===== config.mk =====
export PLATFORM = sky130hd
export DESIGN_NAME = uart_baud_gen
export DESIGN_NICKNAME = d
export VERILOG_FILES = /design/src/rtl/uart_pkg.sv /design/src/rtl/uart_prescaler.sv /design/src/rtl/uart_baud_gen.sv
export SDC_FILE = /design/constraint.sdc
export NUM_CORES = 1
export LEC_CHECK = 0
export CAP_MARGIN = 0
export CORE_MARGIN = 2
export CORE_UTILIZATION = 57
export CTS_CLUSTER_SIZE = 16
export DETAILED_ROUTE_END_ITERATION = 8
export GPL_ROUTABILITY_DRIVEN = 0
export GPL_TIMING_DRIVEN = 1
export PLACE_DENSITY = 0.82
export RECOVER_POWER = 100
export SYNTH_ARGS = -nofsm -noshare
export SYNTH_HDL_FRONTEND = slang
export SYNTH_SLANG_ARGS = --single-unit

===== constraint.sdc =====
create_clock -name i_clk -period 6.1 [get_ports i_clk]
set_clock_uncertainty 0.2 [all_clocks]
set_input_delay 1.22 -clock i_clk [delete_from_list [all_inputs] [get_ports i_clk]]
set_output_delay 1.22 -clock i_clk [all_outputs]
set_load 0.005 [all_outputs]

===== src/rtl/uart_pkg.sv =====
// Shared types and divisor arithmetic for the UART baud-rate generator.
package uart_pkg;

  localparam int DIV_W_DEF = 16;

  // What the prescaler does on a given edge, in priority order below reset.
  typedef enum logic [1:0] {
    STEP_COUNT,
    STEP_HOLD,
    STEP_SYNC
  } step_e;

  // Oversample divisor rounded to nearest: period = result + 1 clocks.
  function automatic longint calc_div(input longint clk_hz, input longint baud,
                                      input longint os);
    return (clk_hz + (baud * os) / 2) / (baud * os) - 1;
  endfunction

  localparam longint DIV_9600_12M   = calc_div(12000000, 9600, 16);
  localparam longint DIV_115200_12M = calc_div(12000000, 115200, 16);

endpackage


===== src/rtl/uart_prescaler.sv =====
// Oversample prescaler: counts i_clk cycles against the active divisor and
// swaps in a pending divisor only where a bit period begins.
module uart_prescaler
  import uart_pkg::*;
#(
  parameter int               DIV_W       = DIV_W_DEF,
  parameter logic [DIV_W-1:0] DEFAULT_DIV = '0
) (
  input  logic             i_clk,
  input  logic             i_rst,
  input  logic             en,
  input  logic             rx_sync,
  input  logic [DIV_W-1:0] div,
  input  logic             div_load,
  input  logic             bit_wrap,
  output logic             os_hit,
  output logic             os_tick,
  output logic [DIV_W-1:0] div_active,
  output logic             div_pending
);

  step_e            step;
  logic [DIV_W-1:0] cnt;
  logic [DIV_W-1:0] div_pend;
  logic [DIV_W-1:0] div_nxt;
  logic             apply;
  logic             apply_now;

  always_comb begin
    step = STEP_COUNT;
    if (rx_sync) begin
      step = STEP_SYNC;
    end else if (!en) begin
      step = STEP_HOLD;
    end
  end

  assign os_hit = (step == STEP_COUNT) && (cnt == div_active);

  // Swapping only at a bit boundary, sync or hold keeps every bit on one divisor.
  assign apply     = (step != STEP_COUNT) || (os_hit && bit_wrap);
  assign apply_now = apply && (div_pending || div_load);
  assign div_nxt   = div_load ? div : div_pend;

  always_ff @(posedge i_clk or posedge i_rst) begin
    if (i_rst) begin
      cnt         <= '0;
      div_active  <= DEFAULT_DIV;
      div_pend    <= DEFAULT_DIV;
      div_pending <= 1'b0;
      os_tick     <= 1'b0;
    end else begin
      os_tick <= os_hit;
      if (div_load) begin
        div_pend <= div;
      end
      if (apply_now) begin
        div_active  <= div_nxt;
        div_pending <= 1'b0;
      end else if (div_load) begin
        div_pending <= 1'b1;
      end
      if ((step == STEP_SYNC) || apply_now || os_hit) begin
        cnt <= '0;
      end else if (step == STEP_COUNT) begin
        cnt <= cnt + DIV_W'(1);
      end
    end
  end

endmodule


===== src/rtl/uart_baud_gen.sv =====
// Programmable UART baud generator: oversample, bit and mid-bit enable ticks
// plus a 50% baud square wave, all in the i_clk domain.
module uart_baud_gen
  import uart_pkg::*;
#(
  parameter int CLK_HZ     = 12000000,
  parameter int BAUD       = 9600,
  parameter int OVERSAMPLE = 16,
  parameter int DIV_W      = DIV_W_DEF
) (
  input  logic             i_clk,
  input  logic             i_rst,
  input  logic             i_en,
  input  logic [DIV_W-1:0] i_div,
  input  logic             i_div_load,
  input  logic             i_rx_sync,
  output logic             o_os_tick,
  output logic             o_bit_tick,
  output logic             o_mid_tick,
  output logic             o_baud_clk,
  output logic [DIV_W-1:0] o_div_active,
  output logic             o_div_pending
);

  localparam longint           DEFAULT_DIV_L = calc_div(CLK_HZ, BAUD, OVERSAMPLE);
  localparam logic [DIV_W-1:0] DEFAULT_DIV   = DIV_W'(DEFAULT_DIV_L);
  localparam int               PH_W          = $clog2(OVERSAMPLE);
  localparam logic [PH_W-1:0]  PH_LAST       = PH_W'(OVERSAMPLE - 1);
  localparam logic [PH_W-1:0]  PH_MID        = PH_W'(OVERSAMPLE / 2);

  if ((OVERSAMPLE < 4) || ((OVERSAMPLE % 2) != 0)) begin : g_bad_oversample
    $error("uart_baud_gen: OVERSAMPLE must be even and >= 4");
  end

  if ((DEFAULT_DIV_L < 0) || (DEFAULT_DIV_L >= (longint'(1) << DIV_W))) begin : g_bad_div
    $error("uart_baud_gen: default divisor does not fit in DIV_W bits");
  end

  logic [PH_W-1:0] ph;
  logic [PH_W-1:0] ph_nxt;
  logic            bit_wrap;
  logic            os_hit;

  assign bit_wrap = (ph == PH_LAST);
  assign ph_nxt   = bit_wrap ? '0 : ph + PH_W'(1);

  uart_prescaler #(
    .DIV_W       (DIV_W),
    .DEFAULT_DIV (DEFAULT_DIV)
  ) u_prescaler (
    .i_clk       (i_clk),
    .i_rst       (i_rst),
    .en          (i_en),
    .rx_sync     (i_rx_sync),
    .div         (i_div),
    .div_load    (i_div_load),
    .bit_wrap    (bit_wrap),
    .os_hit      (os_hit),
    .os_tick     (o_os_tick),
    .div_active  (o_div_active),
    .div_pending (o_div_pending)
  );

  // Phase advances only on oversample hits; sync restarts the bit at phase 0.
  always_ff @(posedge i_clk or posedge i_rst) begin
    if (i_rst) begin
      ph         <= '0;
      o_bit_tick <= 1'b0;
      o_mid_tick <= 1'b0;
      o_baud_clk <= 1'b0;
    end else if (i_rx_sync) begin
      ph         <= '0;
      o_bit_tick <= 1'b0;
      o_mid_tick <= 1'b0;
      o_baud_clk <= 1'b1;
    end else if (os_hit) begin
      ph         <= ph_nxt;
      o_bit_tick <= bit_wrap;
      o_mid_tick <= (ph_nxt == PH_MID);
      o_baud_clk <= (ph_nxt < PH_MID);
    end else begin
      o_bit_tick <= 1'b0;
      o_mid_tick <= 1'b0;
    end
  end

endmodule


==> metrics.md, run 1 <==
| Metric | Value |
|---|---|
| Status | finished, violations left |
| Violated checks | max-capacitance violations, max-slew violations |
| Maximum VDD drop | approximately 0.00017 V |
| TNS Setup | 0 ns |
| Yosys warnings | 0 |
| WL/cell | between 15 and 20 µm |
| Vias in the first global route | 1,743 |
| Initial Utilization | between 50 and 60% |
| Final setup viols | 0 |
| TritonRoute pass-1 iters | 4 |
| Worst EP arrival | 4.87 ns |
| Power Density | 270 mW/mm² |
| Worst-path cell chain | dlygate4sd3_1, nand2b_2, o21bai_1, or4_1, o41ai_2, mux2_2 |
| Worst-path clk slew | 0.06 ns |
| Critical Path RT | around 6.1 ns |
| Number of antenna-violating nets in the routed design | 0 |
| Cells after synthesis | approximately 210 |
| Initial antenna violation count | 0 |
| Fmax | around 210 MHz |
| I/O pin count | 42 |
| Die Area | 0.00512 mm² |
| Most frequent cells in the layout | dfrtp_1 (49), dlygate4sd3_1 (21), mux2_2 (20), nor2_1 (20), clkdlybuf4s50_1 (20) |
| Post-synth EDFFs | 0 |
| Final core occ | 72.4% |
| Overflow after GRT | 0 |
| Placeable Area | between 0.004 and 0.005 mm² |
| Top Layer Used | met4 |
| Fin crit share | 79.6% |
| Clock Tree Root | clkbuf_8 |
| Nets | 283 |
| Crit path time final | ~4.9 ns |
| Via count | approximately 1,700 |
| Critical path fanouts, max | 16 |
| Port buffer count | between 40 and 50 |
| N_diodes | 0 |
| H-tree depth | 3 |
| Rel. slew slack | -91.3% |
| Synthesized flop and latch total | 57 |
| Area grow syn2layout | 22.2% |
| Final Cell Area | 0.00318 mm² |
| CP endpoint kind | flip-flop |
| Later-pin clock latency in the skew report | around 0.33 ns |
| Clk buf depth | 2 |
| Final WL | 4990 µm |
| DP HPWL | between 3000 and 4000 µm |
| Startpoint Class | primary input |
| Worst slew pin tran | between 2 and 3 ns |
| Share of layout cells above drive strength 1 | 14.4% |
| Final Hold Vio Count | 0 |
| Max_cap viols | 2 |
| Largest net degree at the start of global routing | 58 |
| Sequential area share after synthesis | 55.3% |
| Worst Hold Class | reg -> reg |
| Post-CTS sizing | 0 |
| Met3 routed WL | roughly 210 µm |
| Setup CP Type | in -> reg |
| Placed inst area | slightly above 0.003 mm² |
| Static leakage power | ~0.0014 µW |
| Vias per cell | between 5 and 6 |
| DR iter-0 viols | roughly 130 |
| First-pass GRT wire length | 8490 µm |
| Critical-path top delay cell | o41ai_2 |
| Postcts setup bufs | 0 |
| Leading cell type in the layout, fill and taps excluded | dfrtp_1 |
| # DRC | 0 |
| Netlist cell types | 34 |
| CP max stage delay | 1.48 ns |
| Dpl ws | 1.58 ns |
| Final WS setup | around 1.2 ns |
| # clock sinks | 57 |
| WL met2 | roughly 2300 µm |
| Mapped Area | between 0.002 and 0.003 mm² |
| Avg Cell Area, Syn | 12.2 µm² |
| # hold bufs at CTS | 0 |
| Final Max Tran Viols | 75 |
| Die H | slightly above 70 µm |
| Num rows | 24 |
| Dominant synthesized flop cell | dfrtp_1 |
| CTS tree | built |
| RSZ-0062 raised after global routing | no |
| Syn nets | 237 |
| Tot GR Track Use | 22.2% |
| Asr flop ratio synth | 100% |
| Inserted Clock Buffers | 9 |
| Met1 WL | approximately 2300 µm |
| Die W | about 70 µm |
-- cells in the mapped netlist, types with 2 or more instances --
library cell  count  area share [%]
a21oi_1           4            0.77
and3_1            5             1.2
buf_6             2            0.87
clkbuf_1          5            0.72
dfrtp_1          49              47
dfstp_2           8             8.1
ha_1              3             1.4
inv_1             8             1.2
mux2_2           32              14
nand2_1           9             1.3
nand3_1           6             1.2
nand4_1           4            0.96
nor2_1           20             2.9
nor3_1            4            0.77
o21ai_0           6             1.2
or3_1             2            0.48
or4_1             2            0.58
xnor2_1          13             4.4
xor2_1           16             5.4
-- layer usage --
layer | track usage (%) | vias up
li1 | - | 828
met1 | 29.8 | 851
met2 | 33.8 | 49
met3 | 4.78 | 12
met4 | 11.9 | 0
met5 | 0 | -
-- through the flow --
stage | power, µW | std cells | hold slack (ns)
after global placement | 581 | 300 | 0.277
after global routing | 898 | 316 | 0.303
final | 858 | 316 | 0.280
after CTS | 881 | 316 | 0.296
after detailed placement | 587 | 300 | 0.283
after floorplan | 512 | 213 | 0.268
-- cell type report --
| cell class | instances | area (µm²) |
|---|---|---|
| Clock buffer | 16 | 160 |
| Fill cell | 330 | 1210 |
| Tap cell | 52 | 65.1 |
| Sequential cell | 57 | 1440 |
| Inverter | 8 | 30.0 |
| Multi-Input combinational cell | 140 | 1070 |
| Timing Repair Buffer | 43 | 418 |
-- worst max-delay path: cells and delay by family --
kind,cells,cell delay (ns)
compound gates,2,1.64
simple gates,2,0.83
buf+inv,1,0.73
mux,1,0.45
-- power breakdown --
part | total, µW | switching, µW | internal (µW) | leakage (µW)
Sequential | 441 | 25.9 | 415 | 0.000706
Combinational | 124 | 48.2 | 76.2 | 0.000565
Clock | 293 | 134 | 160 | 0.0000790
-- final timing paths --
path	from	end	slack [ns]	cells past startpoint
min in group asynchronous	i_rst	u_prescaler.div_pend[10]$_DFF_PP0_	2.21	3
min	u_prescaler.div_pend[4]$_DFF_PP0_	u_prescaler.div_pend[4]$_DFF_PP0_	0.28	1
max in group asynchronous	i_rst	u_prescaler.cnt[9]$_DFFE_PP0P_	1.86	3
min reg2reg	u_prescaler.div_pend[4]$_DFF_PP0_	u_prescaler.div_pend[4]$_DFF_PP0_	0.28	1
max reg2reg	u_prescaler.div_active[6]$_DFFE_PP1P_	u_prescaler.div_active[13]$_DFFE_PP0P_	2.36	5
max	i_en	u_prescaler.div_active[13]$_DFFE_PP0P_	1.24	6
-- cells by family after synthesis --
| family | share of synthesized area (%) |
|---|---|
| adder cells (fa/ha/maj) | 1.44 |
| flip-flops | 55.3 |
| multiplexers | 14.3 |
| AND/OR/NAND/NOR | 11.4 |
| AO/OA/AOI/OAI | 4.91 |
| XOR/XNOR | 9.77 |
| buffers and inverters | 2.94 |
-- state kept, by name (all words and copies together), names as in the netlist --
signal                   cells
o_baud_clk                   1
o_bit_tick                   1
o_mid_tick                   1
ph                           4
u_prescaler.cnt             16
u_prescaler.div_active      16
u_prescaler.div_pend        16
u_prescaler.div_pending      1
u_prescaler.os_tick          1
Note: power is estimated with default switching activity, not from simulation.
==> inputs of run 2 (changes only) <==
- CORE_UTILIZATION: 57 -> 53
- PLACE_DENSITY: 0.82 -> 0.77
- clock period: 6.1 -> 4.7 ns (I/O delays scaled with it)
==> run 2 against run 1 <==
Largest power group unchanged. Sequential cell count unchanged. Sequential share of layout area decreased by 0.35 points. Worst setup slack got worse by 0.26 ns. Highest routed layer unchanged. The run now ends clean. Non-clock buffer count increased by 2. Count of clock-buffer cells in the layout decreased by 2. Critical endpoint is now u_prescaler.div_active[1]$_DFFE_PP0P_. Clock power increased by 29%. Utilization decreased by 4.7 points. Die area increased by 7.1%. Total power increased by 30%.
==> metrics.md, run 2 (same netlist as run 1, synthesis figures left out) <==
| Metric | Value |
|---|---|
| DR iter-0 viols | 216 (+71%) |
| Critical-path top delay cell | dlygate4sd3_1 |
| Worst Reg2Reg Path Length in Cells | 6 (+1) |
| Final WL | 4750 µm (-4.7%) |
| RR Endpoint | u_prescaler.div_active[1]$_DFFE_PP0P_ |
| Initial antenna violation count | 0 (unchanged) |
| First-pass GRT wire length | 8250 µm (-2.9%) |
| Port buffer count | 41 (unchanged) |
| Share of layout cells above drive strength 1 | 15.5% (+1.1 points) |
| Critical Path RT | 4.70 ns (-1.42 ns) |
| Final Hold Vio Count | 0 (unchanged) |
| Worst Hold Class | reg -> reg |
| Rel. slew slack | 16.2% (+110 points) |
| Final setup viols | 0 (unchanged) |
| Tot GR Track Use | 20.5% (-1.7 points) |
| Overflow after GRT | 0 (unchanged) |
| Finished Layout Cells | 331 (+4.7%) |
| DP HPWL | 3320 µm (-0.45%) |
| WL/cell | 14.4 µm (-9.1%) |
| CP Depth | 7 (+1) |
| Worst-path clk slew | 0.05 ns (about the same) |
| Placeable Area | 0.00472 mm² (+7.7%) |
| TNS Setup | 0 ns (unchanged) |
| Static leakage power | 0.00136 µW (+0.80%) |
| Leading cell type in the layout, fill and taps excluded | dfrtp_1 |
| Inserted Clock Buffers | 9 (unchanged) |
| Critical path fanouts, max | 16 (unchanged) |
| # clock sinks | 57 (unchanged) |
| Startpoint Class | primary input |
| Number of antenna-violating nets in the routed design | 0 (unchanged) |
| Fmax | 269 MHz |
| Hold Crit Depth | 1 (unchanged) |
| Vias in the first global route | 1,670 (-4.2%) |
| Nets | 285 (+0.71%) |
| Later-pin clock latency in the skew report | 0.32 ns (about the same) |
| Final core occ | 67.8% (-4.7 points) |
| Placed cells | 317 (+5.7%) |
| Most frequent cells in the layout | dfrtp_1 (49), dlygate4sd3_1 (22), mux2_2 (21) |
| WP buf/inv | 2 (+1) |
| Postcts setup bufs | 0 (unchanged) |
| Fin crit share | about four fifths |
| CTS tree | built |
| Clk buf depth | 2 (unchanged) |
| Top flop regs | u_prescaler.cnt (16), u_prescaler.div_active (16), u_prescaler.div_pend (16) |
| Via count | 1,698 (-2.4%) |
| Worst hold start | u_prescaler.div_pend[9]$_DFF_PP0_ |
| Final Cell Area | 0.00320 mm² (+0.79%) |
| Worst EP arrival | 3.72 ns (-1.15 ns) |
| CP max stage delay | 0.72 ns (-0.76 ns) |
| Placed inst area | 0.00308 mm² (+1.1%) |
| TritonRoute pass-1 iters | 4 (unchanged) |
| Worst-path cell chain | dlygate4sd3_1, nand2b_2, o21bai_1, or4_1, o41ai_1, buf_4, mux2_2 |
| Crit path time final | about 3.7 ns |
| I/O pin count | 42 (unchanged) |
| R2R Path Start | u_prescaler.div_active[2]$_DFFE_PP1P_ |
| Post-CTS sizing | 0 (unchanged) |
| Largest net degree at the start of global routing | 35 (-40%) |
| Die W | 74.0 µm (+3.5%) |
| Worst Hold End | u_prescaler.div_pend[9]$_DFF_PP0_ |
| Status | finished, final reports clean |
| Die Area | 0.00548 mm² (+7.1%) |
| Vias per cell | 5.13 (-6.8%) |
| RSZ-0062 raised after global routing | no |
| N_diodes | 0 (unchanged) |
| # DRC | 0 (unchanged) |
| Area grow syn2layout | 23.2% |
| Final Max Tran Viols | 0 (-100%) |
| Post-Route Hold Slack | 0.279 ns (-0.000357 ns) |
| Maximum VDD drop | 0.000243 V (+43%) |
| Initial Utilization | 55.0% (-4.3 points) |
| R2r setup slk | 1.86 ns (-0.50 ns) |
| CP endpoint kind | flip-flop |
| Power Density | 348 mW/mm² (+29%) |
| # hold bufs at CTS | 0 (unchanged) |
| Max_cap viols | 0 (-2) |
| Die H | 74.0 µm (+3.5%) |
| CP top delay family | buffers and inverters |
| Num rows | 25 (+4.2%) |
| Worst slew pin tran | 1.26 ns (-1.61 ns) |
| Setup CP Type | in -> reg |
| H-tree depth | 3 (unchanged) |
| Clock Tree Root | clkbuf_8 |
run 2: through the flow:
| stage | power (µW) | setup WS [ns] |
|---|---|---|
| 2_1_floorplan | 665 | 1.54 |
| 3_3_place_gp | 757 | 0.947 |
| 3_5_place_dp | 763 | 0.881 |
| 4_1_cts | 1150 | 1.21 |
| 5_1_grt | 1170 | 0.805 |
| 6_report | 1110 | 0.984 |
run 2: power by group:
part           total (µW)  leakage [µW]  switching, µW  internal (µW)
registers             572      0.000707           32.8            539
clock network         378     0.0000826            164            215
logic                 163      0.000572           63.6           99.1
run 2: layer usage:
metal,vias to the layer above,wire (µm),global-route usage (%)
li1,830,-,-
met1,825,2350,29.5
met2,36,2110,29.1
met3,7,205,4.61
met4,0,81,10.9
met5,-,0,0
run 2: worst reg2reg max path: cells and delay by family, from the launching register on:
kind                   cells  cell delay [ns]
buffers and inverters      1             0.31
AO/OA/AOI/OAI              1             0.40
flip-flops                 1             0.59
multiplexers               1             0.38
XOR/XNOR                   1             0.15
AND/OR/NAND/NOR            2             0.70
run 2: worst max path at each step:
stage / start / end / slack, ns
final: i_en / u_prescaler.div_active[1]$_DFFE_PP0P_ / 0.98
after detailed placement: i_en / u_prescaler.div_active[1]$_DFFE_PP0P_ / 0.88
after floorplan: i_en / u_prescaler.div_active[15]$_DFFE_PP0P_ / 1.54
after global routing: i_en / u_prescaler.div_active[1]$_DFFE_PP0P_ / 0.80
after CTS: i_en / u_prescaler.div_active[1]$_DFFE_PP0P_ / 1.21
after global placement: i_en / u_prescaler.div_active[15]$_DFFE_PP0P_ / 0.95
run 2: layout make-up:
type                            instances  area, µm²
Tap cell                               67       83.8
Sequential cell                        57       1440
Clock buffer                           14        163
Fill cell                             355       1520
Multi-Input combinational cell        140       1060
Inverter                                8       30.0
Timing Repair Buffer                   45        429
